File: src/rtl/buffer_pipe_stage.sv
// buffer_pipe_stage: valid/ready pipeline register with optional two-entry skid, flush and stall counter
module buffer_pipe_stage #(
  parameter int DATA_W = 32,
  parameter int CTRL_W = 8,
  parameter logic [CTRL_W-1:0] CTRL_BUBBLE = '0,
  parameter int SKID = 1,
  parameter int CNT_W = 16
) (
  input  logic              clk,
  input  logic              rst,
  input  logic              i_valid,
  output logic              o_ready,
  input  logic [DATA_W-1:0] i_data,
  input  logic [CTRL_W-1:0] i_ctrl,
  input  logic              i_flush,
  output logic              o_valid,
  input  logic              i_ready,
  output logic [DATA_W-1:0] o_data,
  output logic [CTRL_W-1:0] o_ctrl,
  output logic [1:0]        o_occupancy,
  output logic [CNT_W-1:0]  o_stall_cnt
);
  logic              r_v0, r_v1, r_ready;
  logic [DATA_W-1:0] r_d0, r_d1;
  logic [CTRL_W-1:0] r_c0, r_c1;
  logic [CNT_W-1:0]  r_cnt;
  logic              w_acc, w_emit, w_v0_nxt, w_v1_nxt;
  // Handshake decode and next occupancy; the skid slot only fills when the head is held
  always_comb begin
    o_ready  = !rst && ((SKID != 0) ? r_ready : (!r_v0 || i_ready));
    w_acc    = i_valid && o_ready;
    w_emit   = r_v0 && i_ready;
    w_v0_nxt = r_v1 || w_acc || (r_v0 && !w_emit);
    w_v1_nxt = (SKID != 0) && (r_v1 ? !w_emit : (w_acc && r_v0 && !w_emit));
  end
  // Entry storage: head refills from the skid first so order is preserved
  always_ff @(posedge clk) begin
    if (rst) begin
      r_v0    <= 1'b0;
      r_v1    <= 1'b0;
      r_ready <= 1'b1;
      r_d0    <= '0;
      r_d1    <= '0;
      r_c0    <= CTRL_BUBBLE;
      r_c1    <= CTRL_BUBBLE;
    end else if (i_flush) begin
      r_v0    <= 1'b0;
      r_v1    <= 1'b0;
      r_ready <= 1'b1;
    end else begin
      if (w_emit && r_v1) begin
        r_d0 <= r_d1;
        r_c0 <= r_c1;
      end else if (w_acc && (!r_v0 || w_emit)) begin
        r_d0 <= i_data;
        r_c0 <= i_ctrl;
      end
      if (w_acc && r_v0 && !w_emit) begin
        r_d1 <= i_data;
        r_c1 <= i_ctrl;
      end
      r_v0    <= w_v0_nxt;
      r_v1    <= w_v1_nxt;
      r_ready <= !w_v1_nxt;
    end
  end
  // Saturating count of cycles the head is blocked downstream
  always_ff @(posedge clk) begin
    if (rst) r_cnt <= '0;
    else if (r_v0 && !i_ready && r_cnt != '1) r_cnt <= r_cnt + CNT_W'(1);
  end
  assign o_valid     = r_v0;
  assign o_data      = r_d0;
  assign o_ctrl      = r_v0 ? r_c0 : CTRL_BUBBLE;
  assign o_occupancy = {r_v1, r_v0 && !r_v1};
  assign o_stall_cnt = r_cnt;
endmodule

File: config.mk
export PLATFORM = sky130hd
export DESIGN_NAME = buffer_pipe_stage
export DESIGN_NICKNAME = d
export VERILOG_FILES = /design/src/rtl/buffer_pipe_stage.sv
export SDC_FILE = /design/constraint.sdc
export NUM_CORES = 1
export LEC_CHECK = 0
export ABC_AREA = 0
export BUFFER_PORTS_ARGS = -buffer_cell sky130_fd_sc_hd__buf_2
export CORE_UTILIZATION = 48
export DETAILED_ROUTE_END_ITERATION = 8
export HOLD_SLACK_MARGIN = 0.15
export PLACE_DENSITY = 0.76
export SYNTH_ARGS = -nofsm -noshare
export SYNTH_HDL_FRONTEND = slang
export SYNTH_SLANG_ARGS = --single-unit
File: constraint.sdc
create_clock -name clk -period 1.7 [get_ports clk]
set_input_delay 0.085 -clock clk [delete_from_list [all_inputs] [get_ports clk]]
set_output_delay 0.085 -clock clk [all_outputs]
set_load 0.005 [all_outputs]
Word-level counts from Yosys, hierarchy flattened. Cells that the tools add are included.

$add $sub $neg: 1. $mul: 0. Divide/modulo/power cells: 0. Order comparisons: 0. Equal/unequal tests: 1. Shift-type cells: 0. Muxes and demuxes: 6. Bitwise gates (word level): 1. Reductions and logical operators: 24.

Operator list (number): $mux 32 (2); $mux 8 (3); $add 16x1->16 const B (1); $ne 16x16->1 const B (1); $logic_and 1x1->1 (11); $logic_not 1->1 (6); $reduce_and 2->1 (2); $logic_or 1x1->1 (3); $reduce_bool 2->1 (1); $reduce_or 2->1 (1); $mux 1 (1); $not 1->1 (1).

Bits in registers: 99. Latch bits: 0. Bits in writable memories: 0. Bits in read-only memories: 0. Output and inout port bits: 60. Logic and storage cells: 41. Memories: 0.

Depth between registers and ports, before layout. Gate-level depths: netlist of run 1.

Depth in word-level cells: 7. Depth in mapped cells: 7. Gate-level depth less buffers: 5.

Worst setup path after synthesis of run 1. OpenSTA, ideal clock, no wires.

Path kind: register to register. From: register r_cnt[5] (netlist: o_stall_cnt[5]). To: register r_cnt[15] (netlist: o_stall_cnt[15]). Arrival: 1.711 ns. Data required time: 1.630 ns. Setup slack: -0.082 ns. Stages on the path, launching flop included: 5. Clock period less this slack: 1.782 ns. Path through: dfxtp_1 -> nand3_2 -> or4_4 -> or4_1 -> a21oi_1.

Cells in the longest elaborated chain, start to end: 2. Elaborated cells between the ends (all ways): 3. Those cells by class: add/sub: 1; eq/ne: 1; reduce/logical: 1.

Ends and longest elaborated chain: start, declared (RTL line 26) `logic [CNT_W-1:0] r_cnt;`; start signal, assigned (RTL line 70) `else if (r_v0 && !i_ready && r_cnt != '1) r_cnt <= r_cnt + CNT_W'(1);`; branches (longest 2 deep; another with $add 16x1->16).

Several ways; the timed one is not identified. A chain may end at the register's enable or synchronous reset.

Worst setup path after layout of run 1.
From: register r_cnt[12] (netlist: o_stall_cnt[12]). To: register r_cnt[14] (netlist: o_stall_cnt[14]).

Same word-level chain as after synthesis.

==> run_summary.xml, run 1 <==
<?xml version="1.0" encoding="UTF-8"?>
<metrics>
  <group name="clock_network">
    <metric name="cts_tree" unit="">done</metric>
    <metric name="ctsLongestPathBuffers" unit="">2</metric>
    <metric name="insertion_delay" unit="ns">0.36</metric>
    <metric name="cts.reportedPaths.clkPinSlew" unit="ns">0.10</metric>
    <metric name="cts.sinks" unit="">99</metric>
    <metric name="h-tree-depth" unit="">3</metric>
    <metric name="cts_made_buffers" unit="">9</metric>
    <metric name="clock_tree.root_cell" unit="">sky130_fd_sc_hd__clkbuf_8</metric>
  </group>
  <group name="detailed_routing">
    <metric name="drt_first_iter_violations" unit="">117</metric>
    <metric name="ant_nets" unit="">0</metric>
    <metric name="drt-wirelength-per-cell" unit="um">14.0</metric>
    <metric name="dr_total_vias" unit="">4270</metric>
    <metric name="routed_via_density" unit="">5.42</metric>
    <metric name="drt-total-wl" unit="mm">11.1</metric>
    <metric name="detail_route.first_pass.iterations" unit="">7</metric>
    <metric name="drc" unit="">14</metric>
  </group>
  <group name="yosys">
    <metric name="synth_edf_count" unit="">0</metric>
    <metric name="syn-instance-count" unit="">535</metric>
    <metric name="synth_async_sr_flop_share" unit="">0</metric>
    <metric name="synthesis.area_per_instance" unit="um^2">8.23</metric>
    <metric name="synth.lib_cells_used.distinct" unit="">36</metric>
    <metric name="synthDominantAreaCellType" unit="">sky130_fd_sc_hd__dfxtp_1</metric>
    <metric name="synthFlopType" unit="">sky130_fd_sc_hd__dfxtp_1</metric>
    <metric name="synth.net_count" unit="">581</metric>
    <metric name="ys_ff_latch" unit="">99</metric>
    <metric name="area_share_of_the_largest_cell_type_after_synthesis" unit="">0.450</metric>
    <metric name="synth_area_leaders" unit="">sky130_fd_sc_hd__dfxtp_1, sky130_fd_sc_hd__a21oi_1, sky130_fd_sc_hd__mux2i_1, sky130_fd_sc_hd__nand2_1, sky130_fd_sc_hd__or3_1</metric>
    <metric name="synth-warning-count" unit="">0</metric>
    <metric name="synth-seq-area-share" unit="">0.450</metric>
    <metric name="mappedNetlistArea" unit="um^2">4400</metric>
  </group>
  <group name="global_routing">
    <metric name="track_usage" unit="">0.229</metric>
    <metric name="grt_first_pass_wirelength" unit="mm">17.8</metric>
    <metric name="grt_antenna_before_repair" unit="">0</metric>
    <metric name="grt_pass1_vias" unit="">3856</metric>
    <metric name="globalRoute.totalOverflow" unit="">0</metric>
    <metric name="grt_max_degree" unit="">60</metric>
  </group>
  <group name="status">
    <metric name="violations" unit="">DRC</metric>
    <metric name="status" unit="">complete, but fails checks</metric>
  </group>
  <group name="critical_path">
    <metric name="required" unit="ns">1.96</metric>
    <metric name="ff2ff_setup_slack" unit="ns">0.05</metric>
    <metric name="regToRegEndpoint" unit="">o_stall_cnt[14]$_SDFFE_PP0P_</metric>
    <metric name="worst_setup_path_end_kind" unit="">flip-flop</metric>
    <metric name="r2r_start" unit="">o_stall_cnt[12]$_SDFFE_PP0P_</metric>
    <metric name="crit_start" unit="">o_stall_cnt[12]$_SDFFE_PP0P_</metric>
    <metric name="worst_setup_path_endpoint" unit="">o_stall_cnt[14]$_SDFFE_PP0P_</metric>
    <metric name="maximum_fanout_along_the_worst_path" unit="">4</metric>
    <metric name="crit_path_start_kind" unit="">flip-flop</metric>
    <metric name="criticalPathCategory" unit="">reg -&gt; reg</metric>
    <metric name="reg2reg_depth" unit="">4</metric>
    <metric name="cp_data_arrival_time" unit="ns">1.91</metric>
  </group>
  <group name="placement">
    <metric name="finalWeightedCongestion" unit="">0.836</metric>
    <metric name="dpl_cell_area" unit="um^2">5140</metric>
    <metric name="dpl.hpwl" unit="mm">6.77</metric>
    <metric name="port_buffers" unit="">104</metric>
  </group>
  <group name="timing">
    <metric name="worst_hold_slack" unit="ns">0.307</metric>
    <metric name="setup_viol" unit="">0</metric>
    <metric name="period_needed" unit="ns">1.65</metric>
    <metric name="skew" unit="ns">0.0119</metric>
    <metric name="rsz0062_at_grt" unit="">true</metric>
    <metric name="slew_headroom" unit="">0.598</metric>
    <metric name="max_freq" unit="MHz">606</metric>
    <metric name="fin_crit_sh" unit="">0.971</metric>
    <metric name="report.final.hold_viol_count" unit="">0</metric>
    <metric name="worst_slew_pin_slew" unit="ns">0.604</metric>
    <metric name="report.final.slew_viol_count" unit="">0</metric>
    <metric name="setup_total_negative_slack" unit="ns">0</metric>
  </group>
  <group name="layout">
    <metric name="antennaDiodeCount" unit="">0</metric>
    <metric name="post_route_cells_drive_above_1_share" unit="">0.272</metric>
    <metric name="finalNetCount" unit="">721</metric>
    <metric name="area.growth.synth_to_final" unit="%">32.5</metric>
    <metric name="utilization" unit="">0.663</metric>
    <metric name="finalInstanceArea" unit="um^2">5830</metric>
  </group>
  <group name="power">
    <metric name="p_leak" unit="nW">2.57</metric>
    <metric name="power_density" unit="nW/um^2">715</metric>
    <metric name="vdd_drop_max" unit="mV">0.526</metric>
    <metric name="design_power_total" unit="mW">4.17</metric>
  </group>
  <group name="flow_run">
    <metric name="max_cap_violations" unit="">0</metric>
  </group>
  <group name="floorplanning">
    <metric name="fp.coreArea" unit="um^2">8810</metric>
    <metric name="design.die.area" unit="um^2">9560</metric>
    <metric name="ios" unit="">105</metric>
    <metric name="die_width" unit="um">97.8</metric>
    <metric name="dieHeight" unit="um">97.8</metric>
    <metric name="core.rowCount" unit="">34</metric>
    <metric name="initial_utilization" unit="">0.500</metric>
  </group>
  <group name="worst_hold_path">
    <metric name="hold_path.class" unit="">in -&gt; reg</metric>
  </group>
</metrics>
power by group:
| group | internal [mW] | switching [mW] |
|---|---|---|
| clock | 0.559 | 0.862 |
| combinational | 0.190 | 0.192 |
| sequential | 2.35 | 0.0180 |
| total | 3.10 | 1.07 |
state kept, by name, indices dropped and copies added, names as in the netlist:
register and cells:
o_valid 1, o_data 32, r_c0 8, r_ready 1
r_c1 8, r_d1 32, r_v1 1, o_stall_cnt 16
synthesized netlist by cell type, drive strengths merged, types with 7 or more instances:
| cell type | n |
|---|---|
| mux2i | 42 |
| nand3 | 9 |
| clkbuf | 42 |
| or3 | 41 |
| a21oi | 87 |
| nand2 | 89 |
| dfxtp | 99 |
| nor2 | 12 |
| nor2b | 8 |
| o21ai | 40 |
| mux2 | 7 |
| and2 | 8 |
worst max-delay path: stages (launching register included):
cell and delay [ns]:
sky130_fd_sc_hd__dfxtp_2 0.35, sky130_fd_sc_hd__nand3_2 0.09, sky130_fd_sc_hd__or4_4 0.58, sky130_fd_sc_hd__nor4_2 0.18, sky130_fd_sc_hd__mux2_2 0.36
worst min path at each step:
stage / from / to / slack (ns) / cells past startpoint
after floorplan: i_ctrl[0] / r_c1[0]$_SDFFE_PP0P_ / 0.22 / 2
after global routing: rst / o_data[30]$_SDFFE_PP0P_ / 0.32 / 3
final: rst / o_data[30]$_SDFFE_PP0P_ / 0.31 / 3
after CTS: rst / o_data[30]$_SDFFE_PP0P_ / 0.30 / 3
after global placement: i_data[1] / r_d1[1]$_SDFFE_PP0P_ / 0.34 / 3
after detailed placement: i_data[28] / r_d1[28]$_SDFFE_PP0P_ / 0.35 / 3
metrics by stage:
stage | cells | setup slack, ns
finish | 788 | 0.0489
global placement | 725 | 0.0345
floorplan | 535 | 0.0112
detailed placement | 725 | 0.00233
CTS | 787 | 0.00270
global route | 788 | -0.0578
cell type report:
| type | count | area (um^2) |
|---|---|---|
| clock inverters | 7 | 60.1 |
| clock buffers | 9 | 124 |
| well taps | 108 | 135 |
| repair buffers | 176 | 1210 |
| flip-flops and latches | 99 | 2000 |
| multi-input cells | 384 | 2280 |
| inverters | 5 | 18.8 |
| fillers | 710 | 2970 |
cell families after synthesis:
group / Yosys count / share of synthesized area
mux: 49 / 0.113
simple gates: 193 / 0.220
flops: 99 / 0.450
fa+ha+maj: 1 / 0.00284
buf+inv: 52 / 0.0463
compound gates: 141 / 0.168
placed cells by master (no fill, tap or decap), types with 3 or more instances in the layout:
master	n
sky130_fd_sc_hd__nor3_1	4
sky130_fd_sc_hd__buf_4	26
sky130_fd_sc_hd__buf_12	3
sky130_fd_sc_hd__o21ai_0	40
sky130_fd_sc_hd__nor2_1	12
sky130_fd_sc_hd__nand3_1	6
sky130_fd_sc_hd__or4_1	3
sky130_fd_sc_hd__nand3_2	3
sky130_fd_sc_hd__dfxtp_1	86
sky130_fd_sc_hd__nand2_1	88
sky130_fd_sc_hd__nor2b_1	8
sky130_fd_sc_hd__mux2_2	6
sky130_fd_sc_hd__o31ai_1	4
sky130_fd_sc_hd__dfxtp_2	12
sky130_fd_sc_hd__inv_1	5
sky130_fd_sc_hd__and2_1	8
sky130_fd_sc_hd__or3_1	41
sky130_fd_sc_hd__a31oi_1	5
sky130_fd_sc_hd__clkbuf_8	9
sky130_fd_sc_hd__buf_2	103
sky130_fd_sc_hd__dlygate4sd3_1	43
sky130_fd_sc_hd__clkinv_4	3
sky130_fd_sc_hd__mux2i_1	42
sky130_fd_sc_hd__a21oi_1	86
what timing repair did:
| item | CTS | global route |
|---|---|---|
| setup buffers | 3 | 1 |
| hold buffers | 43 | 0 |
| resized for setup | 0 | 17 |
| endpoints found under the setup margin | 2 | 61 |
| pin swaps | 2 | 3 |
| endpoints found under the hold margin | 79 | 0 |
routing by layer:
| layer | routed length (um) | up-vias | global-route usage |
|---|---|---|---|
| met3 | 465 | 12 | 0.0458 |
| met2 | 5700 | 112 | 0.404 |
| li1 | - | 2146 | - |
| met5 | 0 | - | 0 |
| met1 | 4770 | 2000 | 0.278 |
| met4 | 119 | 0 | 0.0769 |
No activity file was read; power rests on OpenSTA's default activity.
==> run 2: changes to the inputs <==
--- a/config.mk
+++ b/config.mk
@@ -11,6 +11,7 @@
 export DETAILED_ROUTE_END_ITERATION = 8
 export HOLD_SLACK_MARGIN = 0.15
 export PLACE_DENSITY = 0.76
+export RECOVER_POWER = 50
 export SYNTH_ARGS = -nofsm -noshare
 export SYNTH_HDL_FRONTEND = slang
 export SYNTH_SLANG_ARGS = --single-unit
==> run 2 against run 1 <==
  * The run still ends with DRC left
  * Fmax barely moved
  * Die area did not move
  * Total power about the same
  * Clock skew grew 0.0013 ns
  * Worst setup slack improved by 0.00052 ns
  * Count of clock-buffer cells in the layout unchanged
  * Via count increased by 0.35%
  * Largest cell class unchanged
  * Largest power group unchanged
  * Highest routed layer unchanged
==> run_summary.xml, run 2 (synthesized netlist as in run 1, its figures left out) <==
<?xml version="1.0" encoding="UTF-8"?>
<metrics>
  <group name="detailed_routing">
    <metric name="drt-total-wl" unit="mm">11.1</metric>
    <metric name="ant_nets" unit="">0</metric>
    <metric name="routed_via_density" unit="">5.44</metric>
    <metric name="drt-wirelength-per-cell" unit="um">14.1</metric>
    <metric name="detail_route.first_pass.iterations" unit="">8</metric>
    <metric name="drt_first_iter_violations" unit="">126</metric>
    <metric name="dr_total_vias" unit="">4285</metric>
    <metric name="drc" unit="">14</metric>
  </group>
  <group name="floorplanning">
    <metric name="die_width" unit="um">97.8</metric>
    <metric name="design.die.area" unit="um^2">9560</metric>
    <metric name="core.rowCount" unit="">34</metric>
    <metric name="dieHeight" unit="um">97.8</metric>
    <metric name="initial_utilization" unit="">0.500</metric>
    <metric name="fp.coreArea" unit="um^2">8810</metric>
    <metric name="ios" unit="">105</metric>
  </group>
  <group name="layout">
    <metric name="fillCellCount" unit="">721</metric>
    <metric name="multi_input_area" unit="um^2">2280</metric>
    <metric name="final_cell_mix" unit="">sky130_fd_sc_hd__nand2_1, sky130_fd_sc_hd__buf_2, sky130_fd_sc_hd__a21oi_1, sky130_fd_sc_hd__dfxtp_1, sky130_fd_sc_hd__dlygate4sd3_1</metric>
    <metric name="finalInstanceArea" unit="um^2">5820</metric>
    <metric name="finalNetCount" unit="">721</metric>
    <metric name="post_route_cells_drive_above_1_share" unit="">0.250</metric>
    <metric name="antennaDiodeCount" unit="">0</metric>
    <metric name="seq_area" unit="um^2">2000</metric>
    <metric name="area.growth.synth_to_final" unit="%">32.0</metric>
  </group>
  <group name="clock_network">
    <metric name="h-tree-depth" unit="">3</metric>
    <metric name="cts.sinks" unit="">99</metric>
    <metric name="ctsLongestPathBuffers" unit="">2</metric>
    <metric name="cts.reportedPaths.clkPinSlew" unit="ns">0.10</metric>
    <metric name="cts_made_buffers" unit="">9</metric>
    <metric name="insertion_delay" unit="ns">0.36</metric>
    <metric name="cts_tree" unit="">done</metric>
    <metric name="clock_tree.root_cell" unit="">sky130_fd_sc_hd__clkbuf_8</metric>
  </group>
  <group name="timing">
    <metric name="slew_headroom" unit="">0.595</metric>
    <metric name="rsz0062_at_grt" unit="">true</metric>
    <metric name="setup_ws" unit="ns">0.0494</metric>
    <metric name="setup_viol" unit="">0</metric>
    <metric name="setup_total_negative_slack" unit="ns">0</metric>
    <metric name="report.final.slew_viol_count" unit="">0</metric>
    <metric name="max_freq" unit="MHz">606</metric>
    <metric name="fin_crit_sh" unit="">0.971</metric>
    <metric name="report.final.hold_viol_count" unit="">0</metric>
    <metric name="worst_slew_pin_slew" unit="ns">0.607</metric>
    <metric name="skew" unit="ns">0.0131</metric>
    <metric name="period_needed" unit="ns">1.65</metric>
    <metric name="worst_hold_slack" unit="ns">0.312</metric>
  </group>
  <group name="power">
    <metric name="p_leak" unit="nW">2.51</metric>
    <metric name="vdd_drop_max" unit="mV">0.526</metric>
    <metric name="sequentialPowerShare" unit="">0.568</metric>
    <metric name="clock_power_share" unit="">0.341</metric>
    <metric name="internal_power" unit="mW">3.10</metric>
    <metric name="switchingPower" unit="mW">1.08</metric>
    <metric name="power.share.combinational" unit="">0.091</metric>
    <metric name="power_density" unit="nW/um^2">718</metric>
    <metric name="net_switching_share_of_the_total_power" unit="">0.258</metric>
  </group>
  <group name="critical_path">
    <metric name="maximum_fanout_along_the_worst_path" unit="">4</metric>
    <metric name="cp_data_arrival_time" unit="ns">1.91</metric>
    <metric name="crit_path_start_kind" unit="">flip-flop</metric>
    <metric name="worst_setup_path_end_kind" unit="">flip-flop</metric>
    <metric name="criticalPathCategory" unit="">reg -&gt; reg</metric>
    <metric name="required" unit="ns">1.96</metric>
  </group>
  <group name="global_routing">
    <metric name="grt_antenna_before_repair" unit="">0</metric>
    <metric name="track_usage" unit="">0.229</metric>
    <metric name="grt_max_degree" unit="">60</metric>
    <metric name="globalRoute.totalOverflow" unit="">0</metric>
    <metric name="grt_pass1_vias" unit="">3856</metric>
    <metric name="grt_first_pass_wirelength" unit="mm">17.8</metric>
  </group>
  <group name="placement">
    <metric name="dp_worst_setup_slack" unit="ns">0.00233</metric>
    <metric name="dpl_cell_area" unit="um^2">5140</metric>
    <metric name="dpl.hpwl" unit="mm">6.77</metric>
    <metric name="port_buffers" unit="">104</metric>
    <metric name="finalWeightedCongestion" unit="">0.836</metric>
  </group>
  <group name="worst_hold_path">
    <metric name="hold_path.class" unit="">in -&gt; reg</metric>
  </group>
  <group name="status">
    <metric name="status" unit="">complete, but fails checks</metric>
    <metric name="violations" unit="">DRC</metric>
  </group>
  <group name="flow_run">
    <metric name="max_cap_violations" unit="">0</metric>
  </group>
</metrics>
## run 2: cell types whose count changed in the layout (fill, tap and decap cells not counted)
| cell | delta |
|---|---|
| sky130_fd_sc_hd__clkbuf_1 | +15 |
| sky130_fd_sc_hd__buf_2 | -15 |
## run 2: worst max-delay path, cell delays in order (launching register included)
cell	delay [ns]
sky130_fd_sc_hd__dfxtp_2	0.35
sky130_fd_sc_hd__nand3_2	0.09
sky130_fd_sc_hd__or4_4	0.58
sky130_fd_sc_hd__nor4_2	0.18
sky130_fd_sc_hd__mux2_2	0.36
## run 2: power by group through the flow
stage          combinational, mW  sequential [mW]  clock (mW)
3_3_place_gp               0.293             2.42           0
2_1_floorplan              0.159             2.42           0
5_1_grt                    0.418             2.38        1.56
6_report                   0.380             2.37        1.42
3_5_place_dp               0.302             2.42           0
4_1_cts                    0.378             2.37        1.47
## run 2: layer usage
layer,global-route usage,vias up,part of all wire
li1,-,2145,-
met1,0.278,2010,0.44
met2,0.404,120,0.50
met3,0.0458,10,0.043
met4,0.0769,0,0.0097
met5,0,-,0
## run 2: path summary, 6_finish.rpt
kind         cells past startpoint                    startpoint                           end  slack, ns
max                              4  o_stall_cnt[12]$_SDFFE_PP0P_  o_stall_cnt[14]$_SDFFE_PP0P_       0.05
min reg2reg                      2          r_d1[0]$_SDFFE_PP0P_          r_d1[0]$_SDFFE_PP0P_       0.46
max reg2reg                      4  o_stall_cnt[12]$_SDFFE_PP0P_  o_stall_cnt[14]$_SDFFE_PP0P_       0.05
min                              3                           rst       o_data[30]$_SDFFE_PP0P_       0.31
## run 2: repair_timing
| item | in CTS | in global routing |
|---|---|---|
| hold endpoints to repair | 79 | 0 |
| resized for setup | 0 | 17 |
| buffers inserted | 3 | 1 |
| setup endpoints to repair | 2 | 61 |
| hold buffers | 43 | 0 |
| pin swaps | 2 | 3 |
## run 2: through the flow
step | util | power [mW] | instances
after floorplan | - | 2.58 | 535
after global placement | 0.584 | 2.72 | 725
after detailed placement | 0.584 | 2.72 | 725
after CTS | 0.656 | 4.22 | 787
after global routing | 0.660 | 4.35 | 788
final | 0.660 | 4.17 | 788
## run 2: layout make-up
| class | instances | share of cell area |
|---|---|---|
| clock buffer | 9 | 0.0213 |
| clock inverter | 7 | 0.0103 |
| timing repair buffer | 176 | 0.205 |
| sequential | 99 | 0.344 |
| tap | 108 | 0.0232 |
| multi-input combinational | 384 | 0.393 |
| inverter | 5 | 0.00323 |
